===== src/rtl/mfp_eic_priority_scheduler.sv =====
// Sequential EIC priority resolver: sweeps one channel per clock, presents the highest-priority
// pending request as SI_Int/SI_EICVector and issues a pending-clear on acknowledge.
module mfp_eic_priority_scheduler #(
   parameter int unsigned CHANNELS = 16,
   parameter int unsigned PRIO_W   = 4,
   parameter int unsigned IDX_W    = 6
) (
   input  logic                       CLK,
   input  logic                       RESETn,
   input  logic [CHANNELS-1:0]        pending,
   input  logic [CHANNELS-1:0]        enable,
   input  logic [CHANNELS*PRIO_W-1:0] prio,
   input  logic                       EIC_IAck,
   output logic [7:0]                 EIC_Interrupt,
   output logic [5:0]                 EIC_Vector,
   output logic                       clr_valid,
   output logic [IDX_W-1:0]           clr_channel,
   output logic                       spurious_ack,
   output logic                       sweep_done
);

   typedef enum logic [0:0] {StScan, StDrain} state_e;

   localparam int unsigned      NumIdx  = 2 ** IDX_W;
   localparam logic [IDX_W-1:0] LastIdx = IDX_W'(CHANNELS - 1);

   state_e            state_q, state_d;
   logic [IDX_W-1:0]  idx_q, idx_d;
   logic [IDX_W-1:0]  best_idx_q, best_idx_d;
   logic [PRIO_W-1:0] best_prio_q, best_prio_d;
   logic [PRIO_W-1:0] int_q, int_d;
   logic [5:0]        vec_q, vec_d;
   logic              clr_valid_q, clr_valid_d;
   logic [IDX_W-1:0]  clr_channel_q, clr_channel_d;
   logic              spurious_q, spurious_d;

   logic [NumIdx-1:0] req_ext;
   logic [PRIO_W-1:0] prio_ext [NumIdx];
   logic [PRIO_W-1:0] cur_prio;
   logic [PRIO_W-1:0] win_prio;
   logic [IDX_W-1:0]  win_idx;
   logic              cand;
   logic              ack_valid;

   // Pad channel state out to the full index range so idx_q selects without width games.
   always_comb begin
      for (int unsigned i = 0; i < NumIdx; i++) begin
         req_ext[i]  = 1'b0;
         prio_ext[i] = '0;
      end
      for (int unsigned i = 0; i < CHANNELS; i++) begin
         req_ext[i]  = pending[i] & enable[i];
         prio_ext[i] = prio[i*PRIO_W +: PRIO_W];
      end
   end

   always_comb begin
      state_d       = state_q;
      idx_d         = idx_q;
      best_prio_d   = best_prio_q;
      best_idx_d    = best_idx_q;
      int_d         = int_q;
      vec_d         = vec_q;
      clr_valid_d   = 1'b0;
      clr_channel_d = clr_channel_q;
      spurious_d    = 1'b0;

      cur_prio  = prio_ext[idx_q];
      cand      = req_ext[idx_q] && (cur_prio != '0);
      ack_valid = (state_q == StScan) && EIC_IAck && (int_q != '0);

      // Strictly-greater replacement keeps ties on the lowest index.
      win_prio = best_prio_q;
      win_idx  = best_idx_q;
      if (cand && (cur_prio > best_prio_q)) begin
         win_prio = cur_prio;
         win_idx  = idx_q;
      end

      unique case (state_q)
         StScan: begin
            if (ack_valid) begin
               clr_valid_d   = 1'b1;
               clr_channel_d = IDX_W'(vec_q);
               int_d         = '0;
               idx_d         = '0;
               best_prio_d   = '0;
               best_idx_d    = '0;
               state_d       = StDrain;
            end else begin
               spurious_d = EIC_IAck;
               if (idx_q == LastIdx) begin
                  int_d       = win_prio;
                  if (win_prio != '0) vec_d = 6'(win_idx);
                  idx_d       = '0;
                  best_prio_d = '0;
                  best_idx_d  = '0;
               end else begin
                  idx_d       = idx_q + IDX_W'(1);
                  best_prio_d = win_prio;
                  best_idx_d  = win_idx;
               end
            end
         end
         StDrain: begin
            spurious_d = EIC_IAck;
            idx_d      = '0;
            state_d    = StScan;
         end
         default: state_d = StScan;
      endcase
   end

   always_ff @(posedge CLK or negedge RESETn) begin
      if (!RESETn) begin
         state_q       <= StScan;
         idx_q         <= '0;
         best_idx_q    <= '0;
         best_prio_q   <= '0;
         int_q         <= '0;
         vec_q         <= '0;
         clr_valid_q   <= 1'b0;
         clr_channel_q <= '0;
         spurious_q    <= 1'b0;
      end else begin
         state_q       <= state_d;
         idx_q         <= idx_d;
         best_idx_q    <= best_idx_d;
         best_prio_q   <= best_prio_d;
         int_q         <= int_d;
         vec_q         <= vec_d;
         clr_valid_q   <= clr_valid_d;
         clr_channel_q <= clr_channel_d;
         spurious_q    <= spurious_d;
      end
   end

   assign EIC_Interrupt = 8'(int_q);
   assign EIC_Vector    = vec_q;
   assign clr_valid     = clr_valid_q;
   assign clr_channel   = clr_channel_q;
   assign spurious_ack  = spurious_q;
   assign sweep_done    = (state_q == StScan) && (idx_q == LastIdx);

endmodule


===== config.mk =====
export PLATFORM = sky130hd
export DESIGN_NAME = mfp_eic_priority_scheduler
export DESIGN_NICKNAME = d
export VERILOG_FILES = /design/src/rtl/mfp_eic_priority_scheduler.sv
export SDC_FILE = /design/constraint.sdc
export NUM_CORES = 1
export LEC_CHECK = 0
export ABC_AREA = 1
export CORE_ASPECT_RATIO = 0.9
export CORE_MARGIN = 4
export CORE_UTILIZATION = 43
export CTS_BUF_LIST = sky130_fd_sc_hd__clkbuf_4 sky130_fd_sc_hd__clkbuf_8
export CTS_CLUSTER_SIZE = 8
export DETAILED_ROUTE_END_ITERATION = 6
export PLACE_DENSITY = 0.81
export SYNTH_ARGS = -nofsm -noshare
export SYNTH_HDL_FRONTEND = slang
export SYNTH_SLANG_ARGS = --single-unit

===== constraint.sdc =====
create_clock -name CLK -period 3.8 [get_ports CLK]
set_input_delay 0.76 -clock CLK [delete_from_list [all_inputs] [get_ports CLK]]
set_output_delay 0.76 -clock CLK [all_outputs]
set_load 0.03 [all_outputs]

# Yosys cells after proc, flatten, opt, wreduce, memory -nomap -nowiden
# Index checks and enable logic that the tools add are counted.
[totals]
input_bits = 99
out_inout_bits = 23
regBits = 35
word_cells = 66
[classes]
muxes = 21
eq_ne = 1
order_cmp = 3
bitwise_logic = 19
n_reduce_logical = 12
addsub = 1
[op_table]
columns = ["cell", "count"]
rows = [
  ["6-bit 2-to-1 mux", 5],
  ["4-bit 2-to-1 mux", 7],
  ["4-bit binary-select mux with 6-bit select", 1],
  ["1-bit AND", 16],
  ["6-bit one-hot mux with 2 select lines", 1],
  ["4-bit nonzero test", 3],
  ["7-bit greater-or-equal comparator (second input constant)", 1],
  ["6-bit by 7-bit less-than comparator with 1-bit output (second input constant)", 1],
  ["6-bit NOT with 7-bit output", 1],
  ["6-bit by 1-bit adder with 6-bit output (second input constant)", 1],
  ["1-bit binary-select mux with 6-bit select", 1],
  ["6-bit by 4-bit equality test with 1-bit output (second input constant)", 1],
  ["1-bit logical AND", 5],
  ["4-bit > comparator", 1],
  ["1-bit 2-to-1 mux", 4],
  ["1-bit one-hot mux with 2 select lines", 2],
  ["2-bit AND reduction", 2],
  ["4-bit AND reduction", 1],
  ["1-bit NOT", 2],
  ["2-bit nonzero test", 1],
]

# Depth between registers and ports, before layout
[depth]
depth_word = 10
mapped_depth = 25
depth_no_buf = 22

# Worst setup path after synthesis
# No wires, ideal clock.
[synth_path]
kind = "input to register"
from = "input port prio[1]"
to = "register vec_q[0] (netlist: EIC_Vector[0])"
path_slack_ns = 1.008
path_stages = 22
arrival_time_ns = 2.726
required_ns = 3.734
path_buffers = 1
setup_time_ns = 0.066
path_cell_list = "nor2_1 nor2_1 o21ai_1 nand3_1 nand3_1 nand2_1 nand2_1 inv_1 ha_1 a21oi_1 o21ai_0 nand4_2 nor2_4 o21ai_4 buf_6 nand2_4 nand2_4 nor2_4 nand2_4 nand2_4 nand2_1 nand2_1"
[synth_via]
elab_chain_len = 9
word_cells_on_any_way = 11
cone_classes = "1 x order compare; 5 x mux; 5 x reduce/logical"
[synth_rtl]
columns = ["item", "line_no", "rtl"]
rows = [
  ["start, declared", "12", "input logic [CHANNELS*PRIO_W-1:0] prio,"],
  ["4-bit binary-select mux with 6-bit select (*)", "68", "cur_prio = prio_ext[idx_q];"],
  ["4-bit 2-to-1 mux (implied by the code) (*) (2 in series)", "68", ""],
  ["parallel branches: the longest is 6 deep, another holds 4-bit > comparator", "--", ""],
  ["end signal, assigned", "131", "vec_q <= vec_d;"],
  ["end, declared", "32", "logic [5:0] vec_q, vec_d;"],
]
# Mark *: on every way between the ends. The select of a mux whose other input is x is not followed.
# A chain may end at the register's enable or synchronous reset.

# Final worst setup path
[layout_path]
from = "input port prio[38]"
to = "register vec_q[2] (netlist: EIC_Vector[2])"
# The elaborated chain is that of the path after synthesis.

==> flow_metrics.tcl <==
set metrics [dict create \
    syn_to_final_growth_pct 46.40 \
    drtIter0Drc 165 \
    finalWorstPathRequiredPeriod_ns 3.250 \
    drc 0 \
    rsz0062_at_grt "false" \
    synth_top_cell_by_area "dfrtp_1" \
    path_max_fanout 13 \
    avgSynthCellArea_um2 6.324 \
    cp_data_required_time_ns 3.98 \
    dieHeight_um 82.83 \
    post_dp_cell_area_mm2 0.003832 \
    cp-start-kind "primary input" \
    via_count 3000 \
    outcome "finished, final reports clean" \
    slowest_stage "clkdlybuf4s50_1" \
    leakagePower_nw 1.994 \
    initial_core_util 0.4568 \
    clk_root_buffer_cell "clkbuf_8" \
    cts_setup_buffers 0 \
    die_x_um 91.14 \
    yosysWarnings 0 \
    criticalPathCategory "primary input to flip-flop" \
    ys_ff_latch 34 \
    min_path_type "flip-flop to flip-flop" \
    final_cell_area_mm2 0.003916 \
    synth.top_cell.area_share 0.3181 \
    antenna_found_initial 0 \
    io_buffers 117 \
    wl_per_cell_um 12.91 \
    std_cell_rows 26 \
    ctsHoldBuffers 0 \
    arrival_ns 3.43 \
    critical-path-max-stage-delay_ns 0.40 \
    vias_per_cell 4.959 \
    nNetsFinal 639 \
    async_reset_ff_frac 1.000 \
    coreArea_mm2 0.005856 \
    p_per_area_mw_per_mm2 776.7 \
    yosysUniqueCellTypes 29 \
    fin_ws_ns 0.5499 \
    yosysMostFrequentCell "nand2_1" \
    ys_seq_area_frac 0.3181 \
    grtUsageTotal 0.2096 \
    crit_top_cell "nand2_1" \
    hpwlAfterDp_um 6184 \
    ys_dominant_reg_cell "dfrtp_1" \
    cts_tree "done" \
    cts_buffers 5 \
    critPathTopFamily "simple AND/OR/NAND/NOR gates" \
    grt_pass1_wl_um 13380 \
    cts_sinks 34 \
    fmax_mhz 307.7 \
    setup_tns_ns 0 \
    maxCapViolCount 0 \
    grt_pass1_vias 3003 \
    ios 122 \
    synth_cells 423 \
    drive_gt1_frac 0.05607 \
    dp_slack_ns 0.2463 \
    cts.path.max_buffers 2 \
    grt-ovfl-total 0 \
    dieArea_mm2 0.007549 \
    cp.buffers_inverters 3 \
    antenna_left 0 \
    post_cts_resized 0 \
    fin_crit_sh 0.8553 \
    setup_viol 0 \
    grt_max_degree 40 \
    dr.pass1.iters 4 \
    yosys-top-cells-count "160 x nand2_1, 78 x nand3_1, 57 x inv_1, 34 x dfrtp_1, 19 x nor2_1" \
    drt_wl_total_um 7808 \
    hold_viol_final 0 \
    slew_violations 0 \
    gp_congestion 0.8726 \
    post-route-util 0.6688 \
    netlist_area_mm2 0.002675 \
    htree_levels 2 \
    skew_ns 0.003128 \
    path_clk_slew_ns 0.06 \
    antennaDiodeCount 0 \
    cp_cell_sequence "clkdlybuf4s50_1 > inv_1 > nand2_1 > nand3_1 > nand3_1 > nand3_1 > nand2_1 > nand2_1 > inv_1 > ha_1 > nand2_1 > o21ai_0 > nand4_2 > nor2_4 > o21ai_4 > nand2_1 > nand2_1 > nor2_1 > nand2_4 > nand3_1 > nand2_1" \
    synth_edf_count 0 \
    clock_latency_ns 0.29 \
    end_kind "flip-flop" \
    ir_drop_mv 0.3895 \
    yosys-top-cells-area "dfrtp_1 32%, nand2_1 22%, nand3_1 15%" \
]
path summary, 6_finish.rpt:
kind | slack [ns] | startpoint | endpoint | depth (start not counted)
max in group asynchronous | 2.62 | RESETn | clr_channel[1]$_DFFE_PN0P_ | 2
min in group asynchronous | 0.87 | RESETn | clr_channel[5]$_DFFE_PN0P_ | 2
min | 0.48 | clr_channel[2]$_DFFE_PN0P_ | clr_channel[2]$_DFFE_PN0P_ | 2
max | 0.55 | prio[38] | EIC_Vector[2]$_DFFE_PN0P_ | 21
max reg2reg | 0.57 | idx_q[1]$_DFF_PN0_ | EIC_Vector[2]$_DFFE_PN0P_ | 20
min reg2reg | 0.48 | clr_channel[2]$_DFFE_PN0P_ | clr_channel[2]$_DFFE_PN0P_ | 2
layer usage:
layer / part of all wire / vias up / track usage / wire length (um)
met3: 0.071 / 4 / 0.05154 / 558
met4: 0.0060 / 0 / 0.03288 / 47
met5: 0 / - / 0 / 0
li1: - / 1541 / - / -
met1: 0.42 / 1366 / 0.2615 / 3282
met2: 0.50 / 89 / 0.3717 / 3920
layout by cell type (no fill, tap or decap), drive strengths merged:
cell type      Yosys  final
nor3b              1      1
o21ai             12     12
o22ai              8      8
inv               63     63
nor2              22     22
xnor2              1      1
ha                 5      5
buf               21      6
conb               1      4
dfrtp             34     34
clkbuf             0      7
nand4              4      4
clkdlybuf4s50      0    117
a21oi              5      5
nand3             79     79
nor4               1      1
nand2            165    165
xor2               1      1
metrics by stage:
stage | std cells | hold slack, ns | power (mW)
after floorplan | 426 | 0.4463 | 2.268
after global placement | 598 | 0.4603 | 2.718
after detailed placement | 598 | 0.4675 | 2.777
after CTS | 605 | 0.4840 | 3.052
after global routing | 605 | 0.4907 | 3.356
final | 605 | 0.4799 | 3.042
worst register-to-register path, cell delays in order, from the launching register on:
cell	delay (ns)
dfrtp_1	0.40
buf_4	0.29
inv_2	0.22
nand3_1	0.15
nand3_1	0.09
nand3_1	0.10
nand2_1	0.07
nand2_1	0.10
inv_1	0.07
ha_1	0.29
nand2_1	0.05
o21ai_0	0.21
nand4_2	0.15
nor2_4	0.18
o21ai_4	0.14
nand2_1	0.08
nand2_1	0.07
nor2_1	0.20
nand2_4	0.11
nand3_1	0.10
nand2_1	0.06
logic make-up after synthesis:
kind of cell / after synthesis / synth area share
adders and majority gates: 5 / 0.02339
other: 1 / 0.001402
buffers and inverters: 84 / 0.1483
AOI/OAI and AO/OA: 25 / 0.05472
and+or+nand+nor: 272 / 0.4476
xor gates and xnor gates: 2 / 0.006549
DFF: 34 / 0.3181
where the power goes:
part	leakage [nW]	internal, mW	total, mW	switching, mW
Combinational	1.52	0.790	2.17	1.38
Sequential	0.433	0.503	0.612	0.109
Clock	0.0452	0.140	0.261	0.121
sequential cells by signal (all words and copies together), names as in the netlist:
register / flops
spurious_ack: 1
clr_channel: 6
best_prio_q: 4
clr_valid: 1
best_idx_q: 6
idx_q: 6
EIC_Vector: 6
int_q: 4
final cells by class:
cell class / instances / area [um2]
Fill cell: 523 / 1939
Multi-Input combinational cell: 308 / 1439
Timing Repair Buffer: 123 / 1216
Sequential cell: 34 / 850.8
Inverter: 63 / 239.0
Tap cell: 70 / 87.58
Clock buffer: 7 / 83.83
(Power assumes the default switching activity.)
